--- config.mk ---
export PLATFORM = sky130hd
export DESIGN_NAME = instr_fetch_unit_flat
export DESIGN_NICKNAME = d
export VERILOG_FILES = /design/src/rtl/instr_fetch_unit_if.sv /design/src/rtl/instr_fetch_unit.sv /design/src/flat_wrapper.sv
export SDC_FILE = /design/constraint.sdc
export NUM_CORES = 1
export LEC_CHECK = 0
export CELL_PAD_IN_SITES_DETAIL_PLACEMENT = 1
export CELL_PAD_IN_SITES_GLOBAL_PLACEMENT = 1
export CORE_ASPECT_RATIO = 2
export CORE_MARGIN = 4
export CORE_UTILIZATION = 40
export DETAILED_ROUTE_END_ITERATION = 12
export PLACE_DENSITY = 0.77
export SLEW_MARGIN = 25
export SYNTH_ARGS = -nofsm -noshare
export SYNTH_HDL_FRONTEND = slang
export SYNTH_SLANG_ARGS = --single-unit
--- constraint.sdc ---
create_clock -name clk -period 8.7 [get_ports clk]
set_input_delay 0.87 -clock clk [delete_from_list [all_inputs] [get_ports clk]]
set_output_delay 0.87 -clock clk [all_outputs]
set_load 0.1 [all_outputs]
--- src/rtl/instr_fetch_unit_if.sv ---
// rtl/instr_fetch_unit_if.sv - instruction memory bus and decode-side stream bundle for instr_fetch_unit
interface instr_fetch_unit_if #(
    parameter int DWIDTH = 32
);
    // Instruction memory read channel: req/gnt handshake, rvalid response
    logic              imem_req;
    logic [DWIDTH-1:0] imem_addr;
    logic              imem_gnt;
    logic              imem_rvalid;
    logic [DWIDTH-1:0] imem_rdata;

    // Fetched instruction stream towards decode: valid/ready handshake
    logic              instr_valid;
    logic [DWIDTH-1:0] instr;
    logic [DWIDTH-1:0] instr_pc;
    logic              instr_ready;

    // Fetch unit side
    modport master (
        output imem_req,
        output imem_addr,
        input  imem_gnt,
        input  imem_rvalid,
        input  imem_rdata,
        output instr_valid,
        output instr,
        output instr_pc,
        input  instr_ready
    );

    // Memory and decode side
    modport slave (
        input  imem_req,
        input  imem_addr,
        output imem_gnt,
        output imem_rvalid,
        output imem_rdata,
        input  instr_valid,
        input  instr,
        input  instr_pc,
        output instr_ready
    );
endinterface

--- src/rtl/instr_fetch_unit.sv ---
// rtl/instr_fetch_unit.sv - fetch front end with 2-entry PC-tagged buffer; IFU_MISALIGN_CHECK_EN adds misaligned-PC fault
module instr_fetch_unit #(
    parameter int DWIDTH     = 32,
    parameter int FIFO_DEPTH = 2
) (
    input  logic              clk,
    input  logic              reset,
    input  logic [DWIDTH-1:0] pc_value,
    input  logic              flush,
    output logic              pc_en,
    output logic              fetch_fault,
    instr_fetch_unit_if.master bus
);

    // Buffer is fixed at two entries: 1-bit pointers, 2-bit occupancy count
    localparam int CW = 2;
    localparam int PW = 1;
    localparam logic [CW-1:0] DEPTH_C = CW'(FIFO_DEPTH);

`ifdef IFU_MISALIGN_CHECK_EN
    typedef enum logic [2:0] {
        IDLE  = 3'd0,
        REQ   = 3'd1,
        WAIT  = 3'd2,
        DROP  = 3'd3,
        FAULT = 3'd4
    } state_t;
`else
    typedef enum logic [2:0] {
        IDLE  = 3'd0,
        REQ   = 3'd1,
        WAIT  = 3'd2,
        DROP  = 3'd3
    } state_t;
`endif

    state_t            state;
    state_t            state_nxt;

    logic [CW-1:0]     count;
    logic [CW-1:0]     count_nxt;
    logic [PW-1:0]     rd_ptr;
    logic [PW-1:0]     wr_ptr;
    logic [DWIDTH-1:0] addr_q;
    logic [DWIDTH-1:0] mem_instr [FIFO_DEPTH];
    logic [DWIDTH-1:0] mem_pc    [FIFO_DEPTH];

    logic              misaligned;
    logic              outstanding;
    logic              fire;
    logic              resp;
    logic              push;
    logic              pop;
    logic              room_nxt;

`ifdef IFU_MISALIGN_CHECK_EN
    assign misaligned = (pc_value[1:0] != 2'b00);
`else
    assign misaligned = 1'b0;
`endif

    // A request is in flight from grant until its response, whether live or flushed
    assign outstanding = (state == WAIT) || (state == DROP);

    // Request is Moore from REQ; a misaligned PC never reaches the bus
    assign bus.imem_req  = (state == REQ) && !misaligned;
    assign bus.imem_addr = pc_value;

    assign fire  = bus.imem_req & bus.imem_gnt;
    assign pc_en = fire | flush;

    // Responses only count while something is outstanding; stray rvalid is ignored
    assign resp = bus.imem_rvalid & outstanding;
    assign push = resp & (state == WAIT) & ~flush;
    assign pop  = bus.instr_valid & bus.instr_ready & ~flush;

    // Buffer head drives decode directly
    assign bus.instr_valid = (count != '0);
    assign bus.instr       = mem_instr[rd_ptr];
    assign bus.instr_pc    = mem_pc[rd_ptr];

`ifdef IFU_MISALIGN_CHECK_EN
    assign fetch_fault = (state == FAULT);
`else
    assign fetch_fault = 1'b0;
`endif

    // Occupancy after this edge; flush empties the buffer and overrides any pop
    always_comb begin
        count_nxt = count;
        if (flush) begin
            count_nxt = '0;
        end else if (push && !pop) begin
            count_nxt = count + 1'b1;
        end else if (pop && !push) begin
            count_nxt = count - 1'b1;
        end
    end

    // A new request may only start when its response is guaranteed a slot
    assign room_nxt = (count_nxt < DEPTH_C);

    // Next-state logic; flush is evaluated first in every state
    always_comb begin
        state_nxt = state;
        case (state)
            IDLE: begin
                if (flush) begin
                    state_nxt = IDLE;
`ifdef IFU_MISALIGN_CHECK_EN
                end else if (misaligned) begin
                    state_nxt = FAULT;
`endif
                end else if (room_nxt) begin
                    state_nxt = REQ;
                end
            end
            REQ: begin
                if (flush) begin
                    state_nxt = fire ? DROP : IDLE;
`ifdef IFU_MISALIGN_CHECK_EN
                end else if (misaligned) begin
                    state_nxt = FAULT;
`endif
                end else if (fire) begin
                    state_nxt = WAIT;
                end
            end
            WAIT: begin
                if (flush) begin
                    state_nxt = bus.imem_rvalid ? IDLE : DROP;
                end else if (bus.imem_rvalid) begin
                    state_nxt = room_nxt ? REQ : IDLE;
                end
            end
            DROP: begin
                if (bus.imem_rvalid) begin
                    state_nxt = IDLE;
                end
            end
`ifdef IFU_MISALIGN_CHECK_EN
            FAULT: begin
                if (flush) begin
                    state_nxt = IDLE;
                end
            end
`endif
            default: state_nxt = IDLE;
        endcase
    end

    // State register and address of the request currently in flight
    always_ff @(posedge clk) begin
        if (reset) begin
            state  <= IDLE;
            addr_q <= '0;
        end else begin
            state <= state_nxt;
            if (fire) begin
                addr_q <= pc_value;
            end
        end
    end

    // Buffer pointers and occupancy; pointers wrap naturally at two entries
    always_ff @(posedge clk) begin
        if (reset) begin
            count  <= '0;
            rd_ptr <= '0;
            wr_ptr <= '0;
        end else if (flush) begin
            count  <= '0;
            rd_ptr <= '0;
            wr_ptr <= '0;
        end else begin
            count <= count_nxt;
            if (push) begin
                wr_ptr <= wr_ptr + 1'b1;
            end
            if (pop) begin
                rd_ptr <= rd_ptr + 1'b1;
            end
        end
    end

    // Buffer storage, cleared on reset so the head reads zero when empty
    always_ff @(posedge clk) begin
        if (reset) begin
            for (int i = 0; i < FIFO_DEPTH; i++) begin
                mem_instr[i] <= '0;
                mem_pc[i]    <= '0;
            end
        end else if (push) begin
            mem_instr[wr_ptr] <= bus.imem_rdata;
            mem_pc[wr_ptr]    <= addr_q;
        end
    end

endmodule

--- src/flat_wrapper.sv ---
// flat-port wrapper written by rule: the top's interface ports become plain ports
module instr_fetch_unit_flat 
#(
    parameter int DWIDTH     = 32,
    parameter int FIFO_DEPTH = 2
)
  (clk, reset, pc_value, flush, pc_en, fetch_fault, bus_imem_req, bus_imem_addr, bus_imem_gnt, bus_imem_rvalid, bus_imem_rdata, bus_instr_valid, bus_instr, bus_instr_pc, bus_instr_ready);
  instr_fetch_unit_if #(.DWIDTH(DWIDTH)) bus_i ();
  input  logic clk;
  input  logic reset;
  input  logic [DWIDTH-1:0] pc_value;
  input  logic flush;
  output logic pc_en;
  output logic fetch_fault;
  output wire logic [$bits(bus_i.imem_req)-1:0] bus_imem_req;
  output wire logic [$bits(bus_i.imem_addr)-1:0] bus_imem_addr;
  input wire logic [$bits(bus_i.imem_gnt)-1:0] bus_imem_gnt;
  input wire logic [$bits(bus_i.imem_rvalid)-1:0] bus_imem_rvalid;
  input wire logic [$bits(bus_i.imem_rdata)-1:0] bus_imem_rdata;
  output wire logic [$bits(bus_i.instr_valid)-1:0] bus_instr_valid;
  output wire logic [$bits(bus_i.instr)-1:0] bus_instr;
  output wire logic [$bits(bus_i.instr_pc)-1:0] bus_instr_pc;
  input wire logic [$bits(bus_i.instr_ready)-1:0] bus_instr_ready;
  assign bus_imem_req = bus_i.imem_req;
  assign bus_imem_addr = bus_i.imem_addr;
  assign bus_i.imem_gnt = bus_imem_gnt;
  assign bus_i.imem_rvalid = bus_imem_rvalid;
  assign bus_i.imem_rdata = bus_imem_rdata;
  assign bus_instr_valid = bus_i.instr_valid;
  assign bus_instr = bus_i.instr;
  assign bus_instr_pc = bus_i.instr_pc;
  assign bus_i.instr_ready = bus_instr_ready;
  instr_fetch_unit #(.DWIDTH(DWIDTH), .FIFO_DEPTH(FIFO_DEPTH)) u_core (.clk(clk), .reset(reset), .pc_value(pc_value), .flush(flush), .pc_en(pc_en), .fetch_fault(fetch_fault), .bus(bus_i));
endmodule
==> results.md <==
* Crit-path slowest cell: clkdlybuf4s50_1
* R2r setup slk at 6.24 ns
* Busiest grt layer: met2
* Hold EP: u_core.addr_q[19]$_SDFFE_PP0P_
* Yosys top cell by area: edfxtp_1
* Worst EP required at 7.83 ns
* RSZ-0062 raised after global routing: false
* Rel. slew slack at 0.291
* Max cap viols at 0
* Met3 GRT Util at 0.0340
* Reg2reg start: u_core.state[0]$_SDFFE_PP0P_
* Synth area leaders: edfxtp_1, dfxtp_1, mux2_2
* Met1 Track Usage GR at 0.187
* CTS clk-pin slew, worst paths at 0.07 ns
* Crit-path max cell delay at 1.14 ns
* Cells after DPL at 886
* Mapped Cells at 573
* Hold Path Origin: u_core.addr_q[19]$_SDFFE_PP0P_
* HP Class: reg -> reg
* Cell row count at 69
* Congestion Overflow GR at 0
* # diodes at 0
* Post-CTS setup buffers at 0
* Root Driver: clkbuf_16
* Post-route ant nets at 0
* Setup WS pre-CTS at 4.84 ns
* Actual slew at the worst max-slew pin at 1.06 ns
* Synth warn at 0
* Nature of the critical path startpoint: input port
* CP delay by family, top: buffers and inverters
* Avg WL per Cell at 19.5 um
* Clock Sink Count at 167
* Share of the synthesized area in the top cell type at 0.529
* Final setup TNS at 0 ns
* Power density over the cells at 203 nW/um^2
* Clock Skews at 0.00782 ns
* P&R area growth vs syn at 30.2%
* Max VDD drop at 0.111 mV
* Post-synthesis instance area at 7270 sq um
* First-pass GRT wire length at 27900 um
* I/O Pins at 170
* Buf/Inv on CP at 3
* Vias in the first global route at 5258
* WP data arrival at 2.98 ns
* Starting density of the core at 0.409
* Final setup fails at 0
* Fin cells at 918
* First-pass detailed-route iteration total at 6
* Antenna violations before repair at 0
* Fin crit period at 3.85 ns
* CP Cell Sequence: clkdlybuf4s50_1, nand2_1, buf_4, nand2b_1, clkdlybuf4s50_1
* Worst-path maximum fanout at 34
* Gates resized, CTS repair at 0
* Crit path top cell by count: clkdlybuf4s50_1
* Status: finished clean
* Total CTS buffers at 17
* Hold Crit Depth at 2
* Detail Placement HPWL at 11700 um
* Tot Pwr at 1.92 mW
* Flops & latches, synth at 167
* Share of layout cells above drive strength 1 at 0.152
* Reg2Reg Depth at 3
* Core Util, Final at 0.532
* Residual DRC at 0
* Leak at 3.62 nW
* Clk_lat worst skew at 0.42 ns
* DR iter-0 viols at 137
* CTS tree: yes
* WS Path Type: in -> out
* Final wirelength at 17900 um
* Core area at 17800 sq um
* GRT met2 Usage at 0.354
* Fin crit share at 0.443
* Final Hold Fails at 0
* Reg2reg end: u_core.mem_instr[1][2]$_SDFFCE_PN0P_
* Mean area per synthesized cell at 12.7 sq um
* Vias at 4729
* Port bufs at 168
* Via-to-Cell Ratio at 5.15
* Htree depth at 4
* Routability cong. at 0.733
* Die area at 20500 sq um
* Fillers at 1825
* Final worst setup slack at 4.85 ns
* Worst Setup End Kind: output port
* Nets at 765
* Most frequent cells in the layout: clkdlybuf4s50_1, edfxtp_1, nand2_1
* Commonest non-fill, non-tap cell in the layout: clkdlybuf4s50_1
* Fin. max-slew vios at 0
* CTS Buffer Depth at 2
* Post-CTS Hold Buffers at 0
* Sequential share of the synthesized area at 0.636
* Chip Height at 199 um
* Largest net degree at the start of global routing at 69
* Syn nets at 646
* Synth cell types at 26
* Tot GR Track Use at 0.180
* Max Freq at 259 MHz
* Die X at 103 um
where the power goes:
group / internal (mW) / switching, mW
clock network: 0.426 / 0.312
logic: 0.0766 / 0.207
registers: 0.884 / 0.0113
total: 1.39 / 0.531
worst max-delay path by stage:
stage / from / end / slack [ns] / cells after the start
after floorplan: flush / u_core.mem_instr[0][0]$_SDFFCE_PN0P_ / 3.85 / 4
after global placement: flush / u_core.mem_pc[0][10]$_SDFFCE_PN0P_ / 4.74 / 5
after detailed placement: bus_imem_gnt / pc_en / 4.84 / 5
after CTS: bus_imem_gnt / pc_en / 4.83 / 5
after global routing: bus_imem_gnt / pc_en / 4.75 / 5
final: bus_imem_gnt / pc_en / 4.85 / 5
per-layer routing:
| layer | part of all wire | up-vias | wire [um] |
|---|---|---|---|
| met5 | 0 | - | 0 |
| met4 | 0.012 | 0 | 209 |
| met3 | 0.037 | 14 | 668 |
| li1 | - | 2219 | - |
| met2 | 0.59 | 110 | 10600 |
| met1 | 0.36 | 2386 | 6410 |
per-stage QoR:
step	hold WS, ns	instance area (sq um)
final	0.464	9460
after global routing	0.488	9460
after CTS	0.467	9460
after detailed placement	0.458	8880
after global placement	0.447	8820
after floorplan	0.440	7270
cell families after synthesis:
| logic type | synth area share |
|---|---|
| AND/OR/NAND/NOR | 0.162 |
| flip-flops | 0.636 |
| buffers and inverters | 0.0639 |
| multiplexers | 0.0992 |
| AO/OA/AOI/OAI | 0.0291 |
| adder cells (fa/ha/maj) | 0.00517 |
| XOR/XNOR | 0.00362 |
| other | 0.000516 |
flip-flops by register name, summed over array words and instances, names as in the netlist, named ones only:
signal / flops
u_core.addr_q: 32
u_core.state: 2
u_core.count: 2
u_core.mem_pc: 64
u_core.rd_ptr: 1
u_core.mem_instr: 64
u_core.wr_ptr: 1
synth_stat cells:
cell and number:
a21oi_1 36, nand3_1 1, buf_2 15, o22a_1 1
and2_1 65, nor2b_1 2, and3_1 64, buf_4 37
and2b_1 1, a21o_1 1, nor3_1 7, ha_1 3
nor2_1 4, nor4_4 1, nand2_1 68, dfxtp_1 39
mux2_2 64, a211oi_1 1, conb_1 1, edfxtp_1 128
xnor2_1 3, o21bai_1 1, clkbuf_2 8, nand2b_1 3
clkbuf_1 14, inv_1 5
tightest hold or removal path: cells and delay by family, from the launching register on:
| family | cells | cell delay (ns) |
|---|---|---|
| AOI/OAI and AO/OA | 1 | 0.05 |
| DFF | 1 | 0.31 |
| and+or+nand+nor | 1 | 0.05 |
layout make-up:
cell class | instances | area (sq um) | area share
flip-flops and latches | 167 | 4630 | 0.489
multi-input cells | 327 | 2200 | 0.233
repair buffers | 174 | 1760 | 0.186
clock buffers | 19 | 433 | 0.0457
well taps | 213 | 267 | 0.0282
clock inverters | 13 | 148 | 0.0156
inverters | 5 | 18.8 | 0.00198
Note: power is estimated with default switching activity, not from simulation.
